## src/rtl/sram_bitmap_loader.sv

```systemverilog
// SRAM owner for the rotozoom bitmap: buffers host pixel words and writes them in video-free gaps.
// Optional macro SRAM_LOADER_WCNT_EN adds the wcnt words-written counter port.
module sram_bitmap_loader #(
    parameter int unsigned FIFO_AW = 4
) (
    input  logic        clk,
    input  logic        rst,
    input  logic        cmd_start,
    input  logic [17:0] start_addr,
    input  logic        wr_valid,
    input  logic [15:0] wr_data,
    output logic        wr_ready,
    output logic        busy,
    output logic        err_collide,
    input  logic        vid_req,
    input  logic        vid_guard,
    input  logic [17:0] vid_addr,
    output logic [17:0] sram_addr,
    output logic [15:0] sram_dq_o,
    output logic        sram_dq_oe,
    output logic        sram_oe_n,
    output logic        sram_we_n,
    output logic        sram_lb_n,
    output logic        sram_ub_n
`ifdef SRAM_LOADER_WCNT_EN
    ,
    output logic [17:0] wcnt
`endif
);

    localparam int unsigned ADDR_W = 18;
    localparam int unsigned DATA_W = 16;
    localparam int unsigned DEPTH  = 1 << FIFO_AW;
    localparam int unsigned CNT_W  = FIFO_AW + 1;

    localparam logic [1:0] ST_IDLE   = 2'd0;
    localparam logic [1:0] ST_SETUP  = 2'd1;
    localparam logic [1:0] ST_STROBE = 2'd2;
    localparam logic [1:0] ST_HOLD   = 2'd3;

    // write FIFO storage and pointers
    logic [DATA_W-1:0]  fifo_mem_q [DEPTH];
    logic [FIFO_AW-1:0] rd_ptr_q;
    logic [FIFO_AW-1:0] wr_ptr_q;
    logic [CNT_W-1:0]   count_q;
    logic               fifo_full;
    logic               fifo_empty;
    logic               push;
    logic               pop;

    logic [1:0]        state_q,     state_d;
    logic [ADDR_W-1:0] wptr_q,      wptr_d;
    logic              err_q,       err_d;
    logic [ADDR_W-1:0] addr_q,      addr_d;
    logic [DATA_W-1:0] dq_q,        dq_d;
    logic              dq_oe_q,     dq_oe_d;
    logic              oe_n_q,      oe_n_d;
    logic              we_n_q,      we_n_d;
    logic              lb_n_q,      lb_n_d;
    logic              ub_n_q,      ub_n_d;
    logic              start_ok;

    assign fifo_full  = (count_q == CNT_W'(DEPTH));
    assign fifo_empty = (count_q == CNT_W'(0));
    assign wr_ready   = !fifo_full && !rst;
    assign push       = wr_valid && wr_ready;
    assign busy       = !fifo_empty || (state_q != ST_IDLE);
    assign start_ok   = cmd_start && !busy;

    always_ff @(posedge clk) begin
        if (push) begin
            fifo_mem_q[wr_ptr_q] <= wr_data;
        end
    end

    always_ff @(posedge clk) begin
        if (rst) begin
            rd_ptr_q <= '0;
            wr_ptr_q <= '0;
            count_q  <= '0;
        end else begin
            if (push) begin
                wr_ptr_q <= wr_ptr_q + FIFO_AW'(1);
            end
            if (pop) begin
                rd_ptr_q <= rd_ptr_q + FIFO_AW'(1);
            end
            case ({push, pop})
                2'b10:   count_q <= count_q + CNT_W'(1);
                2'b01:   count_q <= count_q - CNT_W'(1);
                default: count_q <= count_q;
            endcase
        end
    end

    // video reads win in IDLE; a started write always runs SETUP/STROBE/HOLD to completion
    always_comb begin
        state_d = state_q;
        pop     = 1'b0;
        wptr_d  = wptr_q;
        err_d   = err_q;
        addr_d  = addr_q;
        dq_d    = dq_q;
        dq_oe_d = 1'b0;
        oe_n_d  = 1'b1;
        we_n_d  = 1'b1;
        lb_n_d  = 1'b1;
        ub_n_d  = 1'b1;

        case (state_q)
            ST_IDLE: begin
                if (vid_req) begin
                    addr_d = vid_addr;
                    oe_n_d = 1'b0;
                    lb_n_d = 1'b0;
                    ub_n_d = 1'b0;
                end else if (!fifo_empty && !vid_guard) begin
                    state_d = ST_SETUP;
                    pop     = 1'b1;
                    addr_d  = wptr_q;
                    dq_d    = fifo_mem_q[rd_ptr_q];
                    dq_oe_d = 1'b1;
                    lb_n_d  = 1'b0;
                    ub_n_d  = 1'b0;
                end
            end
            ST_SETUP: begin
                state_d = ST_STROBE;
                dq_oe_d = 1'b1;
                we_n_d  = 1'b0;
                lb_n_d  = 1'b0;
                ub_n_d  = 1'b0;
                if (vid_req) begin
                    err_d = 1'b1;
                end
            end
            ST_STROBE: begin
                state_d = ST_HOLD;
                dq_oe_d = 1'b1;
                lb_n_d  = 1'b0;
                ub_n_d  = 1'b0;
                if (vid_req) begin
                    err_d = 1'b1;
                end
            end
            ST_HOLD: begin
                state_d = ST_IDLE;
                wptr_d  = wptr_q + ADDR_W'(1);
                if (vid_req) begin
                    err_d = 1'b1;
                end
            end
            default: begin
                state_d = ST_IDLE;
            end
        endcase

        if (start_ok) begin
            wptr_d = start_addr;
        end
    end

    always_ff @(posedge clk) begin
        if (rst) begin
            state_q <= ST_IDLE;
            wptr_q  <= '0;
            err_q   <= 1'b0;
            addr_q  <= '0;
            dq_q    <= '0;
            dq_oe_q <= 1'b0;
            oe_n_q  <= 1'b1;
            we_n_q  <= 1'b1;
            lb_n_q  <= 1'b1;
            ub_n_q  <= 1'b1;
        end else begin
            state_q <= state_d;
            wptr_q  <= wptr_d;
            err_q   <= err_d;
            addr_q  <= addr_d;
            dq_q    <= dq_d;
            dq_oe_q <= dq_oe_d;
            oe_n_q  <= oe_n_d;
            we_n_q  <= we_n_d;
            lb_n_q  <= lb_n_d;
            ub_n_q  <= ub_n_d;
        end
    end

    assign err_collide = err_q;
    assign sram_addr   = addr_q;
    assign sram_dq_o   = dq_q;
    assign sram_dq_oe  = dq_oe_q;
    assign sram_oe_n   = oe_n_q;
    assign sram_we_n   = we_n_q;
    assign sram_lb_n   = lb_n_q;
    assign sram_ub_n   = ub_n_q;

`ifdef SRAM_LOADER_WCNT_EN
    logic [ADDR_W-1:0] wcnt_q, wcnt_d;

    always_comb begin
        wcnt_d = wcnt_q;
        if (start_ok) begin
            wcnt_d = '0;
        end else if (state_q == ST_HOLD) begin
            wcnt_d = wcnt_q + ADDR_W'(1);
        end
    end

    always_ff @(posedge clk) begin
        if (rst) begin
            wcnt_q <= '0;
        end else begin
            wcnt_q <= wcnt_d;
        end
    end

    assign wcnt = wcnt_q;
`endif

endmodule
```

## config.mk

```make
export PLATFORM = sky130hd
export DESIGN_NAME = sram_bitmap_loader
export DESIGN_NICKNAME = d
export VERILOG_FILES = /design/src/rtl/sram_bitmap_loader.sv
export SDC_FILE = /design/constraint.sdc
export NUM_CORES = 1
export LEC_CHECK = 0
export BUFFER_PORTS_ARGS = -buffer_cell sky130_fd_sc_hd__buf_4
export CAP_MARGIN = 15
export CORE_ASPECT_RATIO = 1.2
export CORE_MARGIN = 2
export CORE_UTILIZATION = 40
export CTS_BUF_LIST = sky130_fd_sc_hd__clkbuf_8
export CTS_CLUSTER_SIZE = 30
export DETAILED_ROUTE_END_ITERATION = 6
export GPL_TIMING_DRIVEN = 0
export PLACE_DENSITY_LB_ADDON = 0.25
export SLEW_MARGIN = 20
export SYNTH_ARGS = -nofsm -noshare
export SYNTH_HDL_FRONTEND = slang
export SYNTH_SLANG_ARGS = --single-unit
```

## constraint.sdc

```tcl
create_clock -name clk -period 3.3 [get_ports clk]
set_input_delay 0.33 -clock clk [delete_from_list [all_inputs] [get_ports clk]]
set_output_delay 0.33 -clock clk [all_outputs]
set_load 0.02 [all_outputs]
```

=== After elaboration in Yosys (flattened, before gate mapping) ===
Memories as Yosys holds them, arrays and structs flattened. A register that Yosys moved wholly into a read port is not among the register bits.
Cells that the tools add are included.

* Flip-flop bits (word level): 56
* RAM bits: 256
* Input bits: 58
* Output and inout bits: 42
* Word-level logic and storage cells: 69
* Memories kept: 1

{| class="wikitable"
|+ Memory list
! memory !! words !! bits a word !! read ports !! clocked after memory_dff !! write ports !! RTL line !! source
|-
| fifo_mem_q || 16 || 16 || 1 || 1 || 1 || 42 || <nowiki>logic [DATA_W-1:0] fifo_mem_q [DEPTH];</nowiki>
|}

* Add/subtract/negate cells: 5
* Eq/ne operators: 8
* Mux-type cells: 19
* Bitwise logic cells: 2
* Reduce and logical (&&, ||, !) cells: 23

{| class="wikitable"
|+ Operators by type and width
! kind !! count
|-
| $mux W18 || 4
|-
| $add A18 B1 Y18 const B || 1
|-
| $pmux W5 S2 || 1
|-
| $mux W1 || 9
|-
| $add A4 B1 Y4 const B || 2
|-
| $pmux W2 S4 || 1
|-
| $reduce_bool A2 Y1 || 4
|-
| $eq A2 B2 Y1 const B || 3
|-
| $reduce_and A2 Y1 || 3
|-
| $add A5 B1 Y5 const B || 1
|-
| $eq A5 B5 Y1 const B || 1
|-
| $logic_not A1 Y1 || 5
|-
| $logic_not A5 Y1 || 1
|-
| $sub A5 B1 Y5 const B || 1
|-
| $eq A2 B1 Y1 const B || 2
|-
| $logic_and A1 B1 Y1 || 4
|-
| $mux W2 || 2
|-
| $ne A2 B2 Y1 const B || 2
|-
| $pmux W1 S2 || 2
|-
| $reduce_or A2 Y1 || 2
|-
| $reduce_and A3 Y1 || 1
|-
| $reduce_or A3 Y1 || 1
|-
| $logic_not A2 Y1 || 1
|-
| $not A1 Y1 || 2
|-
| $logic_or A1 B1 Y1 || 1
|}

=== Logic depth before layout (Yosys ltp) ===
* Word-level depth: 8
* Depth in mapped cells: 13
* Gate-level depth less buffers: 12

=== Worst setup path after synthesis ===
Ideal clock, no wire load.

* Path type: reg-to-reg
* From: reg count_q[1]
* To: reg count_q[2]
* Arrival: 2.777 ns
* Required time: 3.229 ns
* Setup slack: 0.452 ns
* Cell stages (with the launch flop): 14
* Buffers on the path: 3
* Path through: dfxtp_1 > buf_6 > or4_4 > o211a_1 > buf_2 > inv_1 > ha_1 > clkbuf_1 > xor2_1 > ha_1 > a21oi_1 > xor2_1 > or3_1 > a21oi_1

* Word-level cells in the longest chain between the ends: 8
* Elaborated cells between the ends (all ways): 16
* Classes of those cells: 2 x add/sub; 3 x eq/ne; 4 x mux; 7 x reduce/logical

{| class="wikitable"
|+ RTL lines
! what !! RTL line !! source
|-
| from (decl) || 45 || <nowiki>logic [CNT_W-1:0] count_q;</nowiki>
|-
| from (signal assigned) || 89 || <nowiki>2'b10: count_q <= count_q + CNT_W'(1);</nowiki>
|-
| from (signal assigned) || 90 || <nowiki>2'b01: count_q <= count_q - CNT_W'(1);</nowiki>
|-
| from (signal assigned) || 91 || <nowiki>default: count_q <= count_q;</nowiki>
|-
| $logic_not A5 Y1 || 64 || <nowiki>assign fifo_empty = (count_q == CNT_W'(0));</nowiki>
|-
| $logic_not A1 Y1 || 117 || <nowiki>end else if (!fifo_empty && !vid_guard) begin</nowiki>
|-
| $logic_and A1 B1 Y1 || 117 ||
|-
| $mux W1 || 117 ||
|-
| $mux W1 || 112 || <nowiki>if (vid_req) begin</nowiki>
|-
| $mux W1 || 110 || <nowiki>case (state_q)</nowiki>
|-
| $eq A2 B1 Y1 / $eq A2 B2 Y1 (equally long branches) || 88 || <nowiki>case ({push, pop})</nowiki>
|-
| $pmux W5 S2 / $reduce_bool A2 Y1 (equally long branches) || - ||
|}

Several ways; a longest one is shown, not always the timed one.
A chain may end at the register's enable or synchronous reset.

=== Final worst setup path ===
* From: reg count_q[2]
* To: reg count_q[4]

The elaborated chain is that of the path after synthesis.

==> metrics.md <==
| Metric | Value |
|---|---|
| Largest net degree at the start of global routing | 17 |
| Ys async rst share | 0% |
| Share of cells above drive strength 1 | 30.1% |
| Met2 Use GR | 31.3% |
| Final min period | 3.04 ns |
| Cell Pwr Density | 603 nW/µm² |
| H-Tree Depth | 2 |
| Net switching power figure | 2.52 mW |
| Kind of end point of the critical path | register |
| Avg Cell Area, Syn | 16.7 µm² |
| Startpoint types | register |
| Remaining DRCs | 0 |
| VDD IR-drop max | 0.296 mV |
| PortBufs | 99 |
| Clock Sinks | 328 |
| Initial cell density of the core | 40.4% |
| Final hold viol count | 0 |
| Slew Viols, Final | 0 |
| Post-Route WL | 30800 µm |
| Static Leak | 5.36 nW |
| Synth-to-Final Area Change | 17.9% |
| Buf+Inv Stages, Crit Path | 4 |
| Slew headroom | 29.6% |
| Clock buffer depth | 3 |
| Reg2reg start | count_q[2] |
| Critical path's top delay family | compound AO/OA/AOI/OAI gates |
| Post-synth EDFFs | 256 |
| IO Pins | 100 |
| Gpl congestion | 0.767 |
| Routed Antenna Nets | 0 |
| RSZ-0062 raised after global routing | false |
| Crit path required time | 3.75 ns |
| Fmax | 0.329 GHz |
| Worst path arrival time | 3.49 ns |
| Hold Crit Class | input pin to register |
| Grt met3 use | 3.43% |
| Skew-Pair Late Insertion Delay | 0.57 ns |
| Initial drt markers | 579 |
| Slew @ Worst Pin | 1.06 ns |
| DR vias/cell | 5.29 |
| Flop2flop setup slack | 0.26 ns |
| Global router's overall resource usage | 17.8% |
| Yosys Warn Count | 0 |
| Avg WL per Cell | 21.9 µm |
| Outcome | finished clean |
| # diodes | 0 |
| Global route overflow | 0 |
| Worst Hold Endpoint | fifo_mem_q[3][13] |
| TritonCTS buffer count | 52 |
| Hold depth | 1 |
| Hold slack | 0.0481 ns |
| CP Cell Sequence | buf_2, or4_4, o211a_1, buf_2, inv_1, ha_1, clkbuf_2, xor2_1, ha_1, nor2_1, o32ai_1, a211o_1, nand3_1 |
| Kind of critical path | register to register |
| Seq/Total Area, Yosys | 68.8% |
| Root buffer cell | clkbuf_8 |
| Filler cells | 2907 |
| Critical path's slowest cell | or4_4 |
| Vias in the first global route | 7589 |
| Met1 GRT Util | 22.6% |
| Slowest stage delay, CP | 0.54 ns |
| Cell Area, Synth | 13300 µm² |
| Final Cycle Share | 92.1% |
| Switching Share | 26.7% |
| Via total after detailed routing | 7441 |
| Initial antenna violation count | 0 |
| Comb pwr share | 15.2% |
| Hpwl dp | 19900 µm |
| CP Max Fanout | 10 |
| Die Wd | 170 µm |
| Busiest grt layer | met2 |
| First-pass GRT wire length | 45600 µm |
| FF-to-FF path depth | 13 |
| # setup viols final | 0 |
| Clk pin slew, worst setup/hold paths | 0.06 ns |
| Post-route insts no fill | 1406 |
| TritonRoute pass-1 iters | 4 |
| Dpl cells | 1313 |
| FP Rows | 73 |
| Worst R2R End | count_q[4] |
| Clock skew | 0.0255 ns |
| NumNets Final | 1028 |
| Core Region | 32900 µm² |
| Clock power frac | 33.3% |
| CTS tree | yes |
| Syn Inst Count | 793 |
| Top_reg_cell synth | edfxtp_1 |
| Number of synthesized register bits | 328 |
| Part of the power in registers | 51.5% |
| Max Cap Viol | 0 |
| Cell internal pwr | 6.92 mW |
| Hold_sp | wr_data[13] |
| Die Footprint | 34700 µm² |
| Mapped Nets | 866 |
| Chip height | 204 µm |
| Yosys cell types | 51 |
registers in the layout, summed over array words and instances (netlist names):
signal	cells
sram_dq_oe	1
fifo_mem_q	256
rd_ptr_q	4
sram_addr	18
count_q	5
sram_we_n	1
sram_dq_o	16
sram_ub_n	1
sram_oe_n	1
state_q	2
err_collide	1
wr_ptr_q	4
wptr_q	18
area by class of cell:
class                   count  area, µm²  area share [%]
plain buffers              51        263            1.68
clock buffers              55        757            4.84
clock inverters            38        181            1.16
inverters                  12       45.0           0.288
multi-input cells         402       3940            25.2
flip-flops and latches    328       9130            58.3
well taps                 412        515            3.29
repair buffers            108        818            5.23
timing repair:
action | CTS | global route
gates resized for setup | 0 | 2
hold buffers | 0 | 0
endpoints found under the setup margin | 0 | 1
buffers inserted | 0 | 0
power groups by stage:
stage               clock network, mW  logic [mW]  registers (mW)
global route                     3.38        1.58            4.89
floorplan                           0       0.831            5.02
detailed placement                  0        1.45            4.95
finish                           3.14        1.44            4.86
global placement                    0        1.42            4.94
CTS                              3.22        1.45            4.86
cells in the final DEF (no fill, tap or decap), drive strengths merged, types with 4 or more instances in the layout:
| master | synthesis | layout |
|---|---|---|
| a211oi | 13 | 13 |
| a21oi | 9 | 9 |
| a311oi | 6 | 6 |
| and4 | 4 | 4 |
| buf | 29 | 137 |
| clkbuf | 22 | 77 |
| clkinv | 1 | 9 |
| dfxtp | 72 | 72 |
| edfxtp | 256 | 256 |
| ha | 15 | 15 |
| inv | 11 | 39 |
| mux2 | 17 | 17 |
| mux2i | 53 | 53 |
| mux4 | 64 | 64 |
| nand2 | 57 | 57 |
| nand2b | 5 | 5 |
| nand3 | 26 | 26 |
| nand4 | 7 | 7 |
| nor2 | 40 | 40 |
| nor3 | 6 | 6 |
| o21ai | 11 | 11 |
| o221ai | 17 | 17 |
| or3 | 10 | 10 |
| xnor2 | 4 | 4 |
| xor2 | 14 | 14 |
worst max-delay path by stage:
stage	from	to	slack, ns	cells after the start
after global placement	count_q[0]	fifo_mem_q[1][10]	-0.93	5
after global routing	count_q[0]	count_q[4]	0.10	12
after CTS	count_q[2]	count_q[4]	0.17	13
final	count_q[2]	count_q[4]	0.26	13
after floorplan	count_q[1]	count_q[2]	0.45	13
after detailed placement	count_q[2]	count_q[4]	0.20	13
metal layers:
layer / vias up / share of wire, %
met4: 0 / 1.9
met2: 221 / 51
li1: 3452 / -
met3: 41 / 5.6
met5: - / 0
met1: 3727 / 42
per-stage QoR:
step / worst slack [ns] / utilization [%] / setup TNS [ns] / instance area, µm² / power (mW)
after global placement: -0.930 / 44.2 / -57.17 / 14500 / 6.36
final: 0.260 / 47.6 / 0 / 15700 / 9.44
after detailed placement: 0.195 / 44.7 / 0 / 14700 / 6.40
after CTS: 0.172 / 47.6 / 0 / 15700 / 9.54
after global routing: 0.103 / 47.6 / 0 / 15700 / 9.85
after floorplan: 0.452 / - / 0 / 13300 / 5.85
kinds of logic after synthesis:
logic type | after synthesis | share of synthesized area (%)
and+or+nand+nor | 162 | 5.89
AOI/OAI and AO/OA | 73 | 4.13
DFF | 328 | 68.8
xor gates and xnor gates | 18 | 1.19
muxes | 134 | 16.3
adders and majority gates | 15 | 1.41
buffers and inverters | 63 | 2.30
worst reg2reg max path, stage by stage (launching register included):
cell,delay [ns]
dfxtp_1,0.29
buf_2,0.17
or4_4,0.54
o211a_1,0.22
buf_2,0.17
inv_1,0.09
ha_1,0.17
clkbuf_2,0.22
xor2_1,0.17
ha_1,0.20
nor2_1,0.06
o32ai_1,0.37
a211o_1,0.20
nand3_1,0.06
synth_stat cells, drive strengths merged (5+ instances only):
library cell,n,area (µm²)
o21ai,11,58.8
ha,15,188
nand3,26,140
a311oi,6,52.6
a21oi,9,45.0
clkbuf,22,82.6
inv,11,41.3
nor2,40,150
a211oi,13,97.6
mux2,17,191
xor2,14,123
mux4,64,1440
nand4,7,43.8
o221ai,17,149
edfxtp,256,7690
buf,29,178
mux2i,53,531
nor3,6,30.0
dfxtp,72,1440
nand2b,5,31.3
or3,10,62.6
nand2,57,214
Note: power is estimated with default switching activity, not from simulation.
